`src/rtl/mem_ctrl_pkg.sv`:
```
// Shared widths, op encodings and state type for the memory access controller.
// The verify states exist only when MEM_ACCESS_CTRL_VERIFY_EN is defined.
package mem_ctrl_pkg;

    localparam int   ADDR_W   = 3;
    localparam int   DATA_W   = 8;
    localparam int   CNT_W    = 4;
    localparam logic OP_READ  = 1'b0;
    localparam logic OP_WRITE = 1'b1;

    typedef enum logic [2:0] {
        ST_IDLE    = 3'd0,
        ST_SETUP   = 3'd1,
        ST_ACCESS  = 3'd2,
        ST_RELEASE = 3'd3
`ifdef MEM_ACCESS_CTRL_VERIFY_EN
        ,
        ST_VSETUP   = 3'd4,
        ST_VACCESS  = 3'd5,
        ST_VRELEASE = 3'd6
`endif
    } state_t;

endpackage

```
`src/rtl/mem_access_timer.sv`:
```
// Load/decrement cycle counter; o_done marks the final cycle of an access window.
module mem_access_timer
    import mem_ctrl_pkg::*;
(
    input  logic             i_clk,
    input  logic             i_rst,
    input  logic             i_load,
    input  logic [CNT_W-1:0] i_load_val,
    input  logic             i_dec,
    output logic             o_done
);

    logic [CNT_W-1:0] r_count;

    always_ff @(posedge i_clk or posedge i_rst) begin
        if (i_rst) begin
            r_count <= '0;
        end else if (i_load) begin
            r_count <= i_load_val;
        end else if (i_dec) begin
            r_count <= r_count - 1'b1;
        end
    end

    assign o_done = (r_count == '0);

endmodule

```
`src/rtl/mem_access_ctrl.sv`:
```
// Single-word memory access sequencer: SETUP / ACCESS / RELEASE around a select strobe.
// Define MEM_ACCESS_CTRL_VERIFY_EN to add a read-back verify pass after every write.
module mem_access_ctrl
    import mem_ctrl_pkg::*;
#(
    parameter int ACCESS_CYCLES = 2
)
(
    input  logic              i_clk,
    input  logic              i_rst,
    input  logic              i_req,
    input  logic              i_we,
    input  logic [ADDR_W-1:0] i_addr,
    input  logic [DATA_W-1:0] i_wdata,
    output logic              o_busy,
    output logic              o_ack,
    output logic [DATA_W-1:0] o_rdata,
    output logic              o_err,
    output logic [ADDR_W-1:0] o_mem_adr,
    output logic [DATA_W-1:0] o_mem_data,
    output logic              o_mem_op,
    output logic              o_mem_select,
    input  logic [DATA_W-1:0] i_mem_data
);

    localparam logic [CNT_W-1:0] LOAD_VAL = CNT_W'(ACCESS_CYCLES - 1);

    state_t            r_state;
    logic              r_we;
    logic              r_busy;
    logic              r_ack;
    logic [DATA_W-1:0] r_rdata;
    logic [ADDR_W-1:0] r_mem_adr;
    logic [DATA_W-1:0] r_mem_data;
    logic              r_mem_op;
    logic              r_mem_select;
    logic              w_load;
    logic              w_dec;
    logic              w_done;

    // Counter is loaded during the setup cycle so the first access cycle sees ACCESS_CYCLES-1.
`ifdef MEM_ACCESS_CTRL_VERIFY_EN
    logic r_err;
    assign w_load = (r_state == ST_SETUP) || (r_state == ST_VSETUP);
    assign w_dec  = ((r_state == ST_ACCESS) || (r_state == ST_VACCESS)) && !w_done;
`else
    assign w_load = (r_state == ST_SETUP);
    assign w_dec  = (r_state == ST_ACCESS) && !w_done;
`endif

    mem_access_timer u_timer (
        .i_clk      (i_clk),
        .i_rst      (i_rst),
        .i_load     (w_load),
        .i_load_val (LOAD_VAL),
        .i_dec      (w_dec),
        .o_done     (w_done)
    );

    always_ff @(posedge i_clk or posedge i_rst) begin
        if (i_rst) begin
            r_state      <= ST_IDLE;
            r_we         <= 1'b0;
            r_busy       <= 1'b0;
            r_ack        <= 1'b0;
            r_rdata      <= '0;
            r_mem_adr    <= '0;
            r_mem_data   <= '0;
            r_mem_op     <= 1'b0;
            r_mem_select <= 1'b0;
`ifdef MEM_ACCESS_CTRL_VERIFY_EN
            r_err        <= 1'b0;
`endif
        end else begin
            r_ack <= 1'b0;
`ifdef MEM_ACCESS_CTRL_VERIFY_EN
            r_err <= 1'b0;
`endif
            case (r_state)
                ST_IDLE: begin
                    // Memory pins take the request directly so they settle during SETUP.
                    if (i_req) begin
                        r_we       <= i_we;
                        r_mem_adr  <= i_addr;
                        r_mem_data <= i_wdata;
                        r_mem_op   <= i_we;
                        r_busy     <= 1'b1;
                        r_state    <= ST_SETUP;
                    end
                end
                ST_SETUP: begin
                    r_mem_select <= 1'b1;
                    r_state      <= ST_ACCESS;
                end
                ST_ACCESS: begin
                    if (w_done) begin
                        r_mem_select <= 1'b0;
                        if (r_we == OP_READ) begin
                            r_rdata <= i_mem_data;
                        end
`ifdef MEM_ACCESS_CTRL_VERIFY_EN
                        r_ack <= (r_we == OP_READ);
`else
                        r_ack <= 1'b1;
`endif
                        r_state <= ST_RELEASE;
                    end
                end
                ST_RELEASE: begin
`ifdef MEM_ACCESS_CTRL_VERIFY_EN
                    if (r_we == OP_WRITE) begin
                        r_mem_op <= OP_READ;
                        r_state  <= ST_VSETUP;
                    end else begin
                        r_busy  <= 1'b0;
                        r_state <= ST_IDLE;
                    end
`else
                    r_busy  <= 1'b0;
                    r_state <= ST_IDLE;
`endif
                end
`ifdef MEM_ACCESS_CTRL_VERIFY_EN
                ST_VSETUP: begin
                    r_mem_select <= 1'b1;
                    r_state      <= ST_VACCESS;
                end
                ST_VACCESS: begin
                    // r_mem_data still holds the written word and is the compare reference.
                    if (w_done) begin
                        r_mem_select <= 1'b0;
                        r_ack        <= 1'b1;
                        r_err        <= (i_mem_data != r_mem_data);
                        r_state      <= ST_VRELEASE;
                    end
                end
                ST_VRELEASE: begin
                    r_busy  <= 1'b0;
                    r_state <= ST_IDLE;
                end
`endif
                default: begin
                    r_mem_select <= 1'b0;
                    r_busy       <= 1'b0;
                    r_state      <= ST_IDLE;
                end
            endcase
        end
    end

    assign o_busy       = r_busy;
    assign o_ack        = r_ack;
    assign o_rdata      = r_rdata;
    assign o_mem_adr    = r_mem_adr;
    assign o_mem_data   = r_mem_data;
    assign o_mem_op     = r_mem_op;
    assign o_mem_select = r_mem_select;
`ifdef MEM_ACCESS_CTRL_VERIFY_EN
    assign o_err        = r_err;
`else
    assign o_err        = 1'b0;
`endif

endmodule

```
`config.mk`:
```
export PLATFORM = sky130hd
export DESIGN_NAME = mem_access_ctrl
export DESIGN_NICKNAME = d
export VERILOG_FILES = /design/src/rtl/mem_ctrl_pkg.sv /design/src/rtl/mem_access_timer.sv /design/src/rtl/mem_access_ctrl.sv
export SDC_FILE = /design/constraint.sdc
export NUM_CORES = 1
export LEC_CHECK = 0
export ABC_CLOCK_PERIOD_IN_PS = 3330
export BUFFER_PORTS_ARGS = -buffer_cell sky130_fd_sc_hd__buf_4
export CAP_MARGIN = 40
export CORE_UTILIZATION = 50
export CTS_CLUSTER_DIAMETER = 50
export DETAILED_ROUTE_END_ITERATION = 12
export PLACE_DENSITY = 0.89
export SYNTH_ARGS = -nofsm -noshare
export SYNTH_HDL_FRONTEND = slang
export SYNTH_SLANG_ARGS = --single-unit
```
`constraint.sdc`:
```
create_clock -name i_clk -period 3.33 [get_ports i_clk]
set_clock_uncertainty 0.2 [all_clocks]
set_input_delay 0.666 -clock i_clk [delete_from_list [all_inputs] [get_ports i_clk]]
set_output_delay 0.666 -clock i_clk [all_outputs]
set_load 0.03 [all_outputs]
```
==> out/metrics.yaml <==
synth.area.top_cells: "dfrtp_1 (57%), mux2_2 (20%), ha_1 (5.9%)"
syn_inst: 94
critPathLaunchType: "flip-flop"
overflow: 0
num_vias: 878
yosysMostFrequentCell: "dfrtp_1"
synth_top_cell_by_area: "dfrtp_1"
gr-usage-all-layers: 0.209
use_met3: 0.0783
busiest_layer: "met2"
holdCritPathClass: "primary input to async pin"
final.setup.tns_ns: 0
drtAntennaViolNets: 0
wl_mm: 2.47
wl_per_cell_um: 14.3
reg2reg_slack_ns: 1.09
initial_core_util: 0.551
synth-compound-area-share: 0.0504
r2r_cells: 5
ctsHoldBuffers: 0
htreeDepth: 2
finalWorstSetupSlack_ns: 1.09
worst-path-max-fanout: 8
fin_crit_sh: 0.672
numCtsBuffers: 5
max-slew-margin-rel: 0.597
yosys.area_share.xor_xnor: 0
drc_errors: 0
outcome: "complete, no violations"
cts_tree: "done"
syn2layout_area_growth_pct: 34.9
async_flop_share: 1.00
clock_latency_ns: 0.31
seq_area_frac_synth: 0.574
synth_common_cells: "dfrtp_1 (29), mux2_2 (23), inv_1 (7), ha_1 (6), nor2_1 (5)"
powerDensity_nw_per_um2: 1080
port-buffer-count: 45
multi_input_area_sq_um: 497
pre_cts_ws_ns: 1.10
arrival_ns: 2.24
ctsResizeCount: 0
fin_nets: 173
die_w_um: 52.3
cts.sinks: 29
use_met1: 0.242
reg2reg_from: "u_timer.r_count[0]"
ys_ff_latch: 29
antenna_cells: 0
worst_slew_pin_slew_ns: 0.604
cts_setup_buffers: 0
hold_violations: 0
clk_pin_slew_ns: 0.09
dpl.hpwl_mm: 1.92
regArea_sq_um: 726
synthAdderAreaFrac: 0.0593
synth-simple-area-share: 0.0673
die-area_sq_um: 2740
coreArea_sq_um: 2300
r2r_end: "o_rdata[7]"
worst_ep_required_time_ns: 3.34
use_met2: 0.344
fp-row-count: 17
max_freq_mhz: 447
die_height_um: 52.3
drive_gt1_frac: 0.538
whs_ns: 0.220
grt_start_max_net_pins: 16
fillers: 152
ir_drop_uv: 720
dr.pass1.iters: 4
drv_cap: 0
yosysWarnings: 0
ys.flop_type: "dfrtp_1"
synth_enable_flop_cells: 0
power_uw: 1850
power.leakage_uw: 0.000845
post_drt_via_cell_ratio: 5.08
grt_pass1_wl_mm: 3.97
maxSlewViolCount: 0
synth_top_area_share: 0.574
clockBufferDepth: 2
path_class: "flip-flop to flip-flop"
rsz0062_at_grt: "false"
setup_violations: 0
antenna_found_initial: 0
synth.avg_cell_area_sq_um: 13.5
routabilityCongestion: 0.852
root_buffer: "clkbuf_4"
synth_nets: 123
ioPinCount: 47
cp-end-kind: "flip-flop"
synth.area.mux_share: 0.213
drt-initial-drc-count: 6
final.min_clock_period_ns: 2.24
yosysUniqueCellTypes: 24
grt_pass1_vias: 941
synth_top_family_by_area: "multiplexers"
synth_area_sq_um: 1260
==> registers in the layout, summed over array words and instances (netlist names) <==
register / cells
o_ack: 1
r_state: 2
o_rdata: 8
u_timer.r_count: 4
o_mem_select: 1
o_mem_adr: 3
o_mem_data: 8
o_busy: 1
o_mem_op: 1
==> worst max-delay path by stage <==
| stage | start | end | slack, ns |
|---|---|---|---|
| floorplan | u_timer.r_count[0] | o_rdata[0] | 1.29 |
| global placement | u_timer.r_count[0] | o_rdata[6] | 1.20 |
| detailed placement | u_timer.r_count[0] | o_rdata[0] | 1.10 |
| CTS | u_timer.r_count[0] | o_rdata[2] | 1.09 |
| global route | u_timer.r_count[0] | o_rdata[2] | 0.96 |
| finish | u_timer.r_count[0] | o_rdata[7] | 1.09 |
==> layout by cell type (no fill, tap or decap), drive strengths merged <==
master / n
a21oi: 3
clkinv: 1
clkbuf: 7
nor2b: 2
nor2: 5
a211o: 1
or3b: 1
nand2: 3
mux2i: 1
o22a: 1
a211oi: 1
buf: 46
a21boi: 1
mux2: 23
conb: 1
inv: 7
nor3: 2
o32ai: 1
ha: 6
and2: 1
o21a: 1
dfrtp: 29
and3: 1
==> through the flow <==
step	utilization	instance area (sq um)	cells
after floorplan	-	1260	94
after global placement	0.706	1620	164
after detailed placement	0.712	1640	165
after CTS	0.743	1710	173
after global routing	0.743	1710	173
final	0.743	1710	173
==> report_power, final <==
part / internal [uW] / switching (uW)
clock network: 122 / 118
registers: 524 / 103
logic: 429 / 551
total: 1080 / 772
==> critical path, stage by stage, from the launching register on <==
cell,delay [ns]
dfrtp_1,0.40
inv_1,0.10
ha_1,0.17
or3b_1,0.48
nor3_4,0.39
mux2_2,0.39
==> layout make-up <==
class / count / area share
clock inverter: 1 / 0.00293
tap: 28 / 0.0205
timing repair buffer: 46 / 0.207
clock buffer: 7 / 0.0381
sequential: 29 / 0.425
multi-input combinational: 55 / 0.291
inverter: 7 / 0.0154
==> routing by layer <==
layer,part of all wire,wire (um)
met1,0.41,1020
met2,0.50,1230
met3,0.075,186
met4,0.017,41
met5,0,0
==> cells by family (layout without fill, tap and decap cells) <==
kind of cell / after synthesis / after routing
flops: 29 / 29
mux: 24 / 24
simple gates: 15 / 15
buf+inv: 10 / 61
compound gates: 9 / 9
fa+ha+maj: 6 / 6
other cells: 1 / 1
Note: power is estimated with default switching activity, not from simulation.
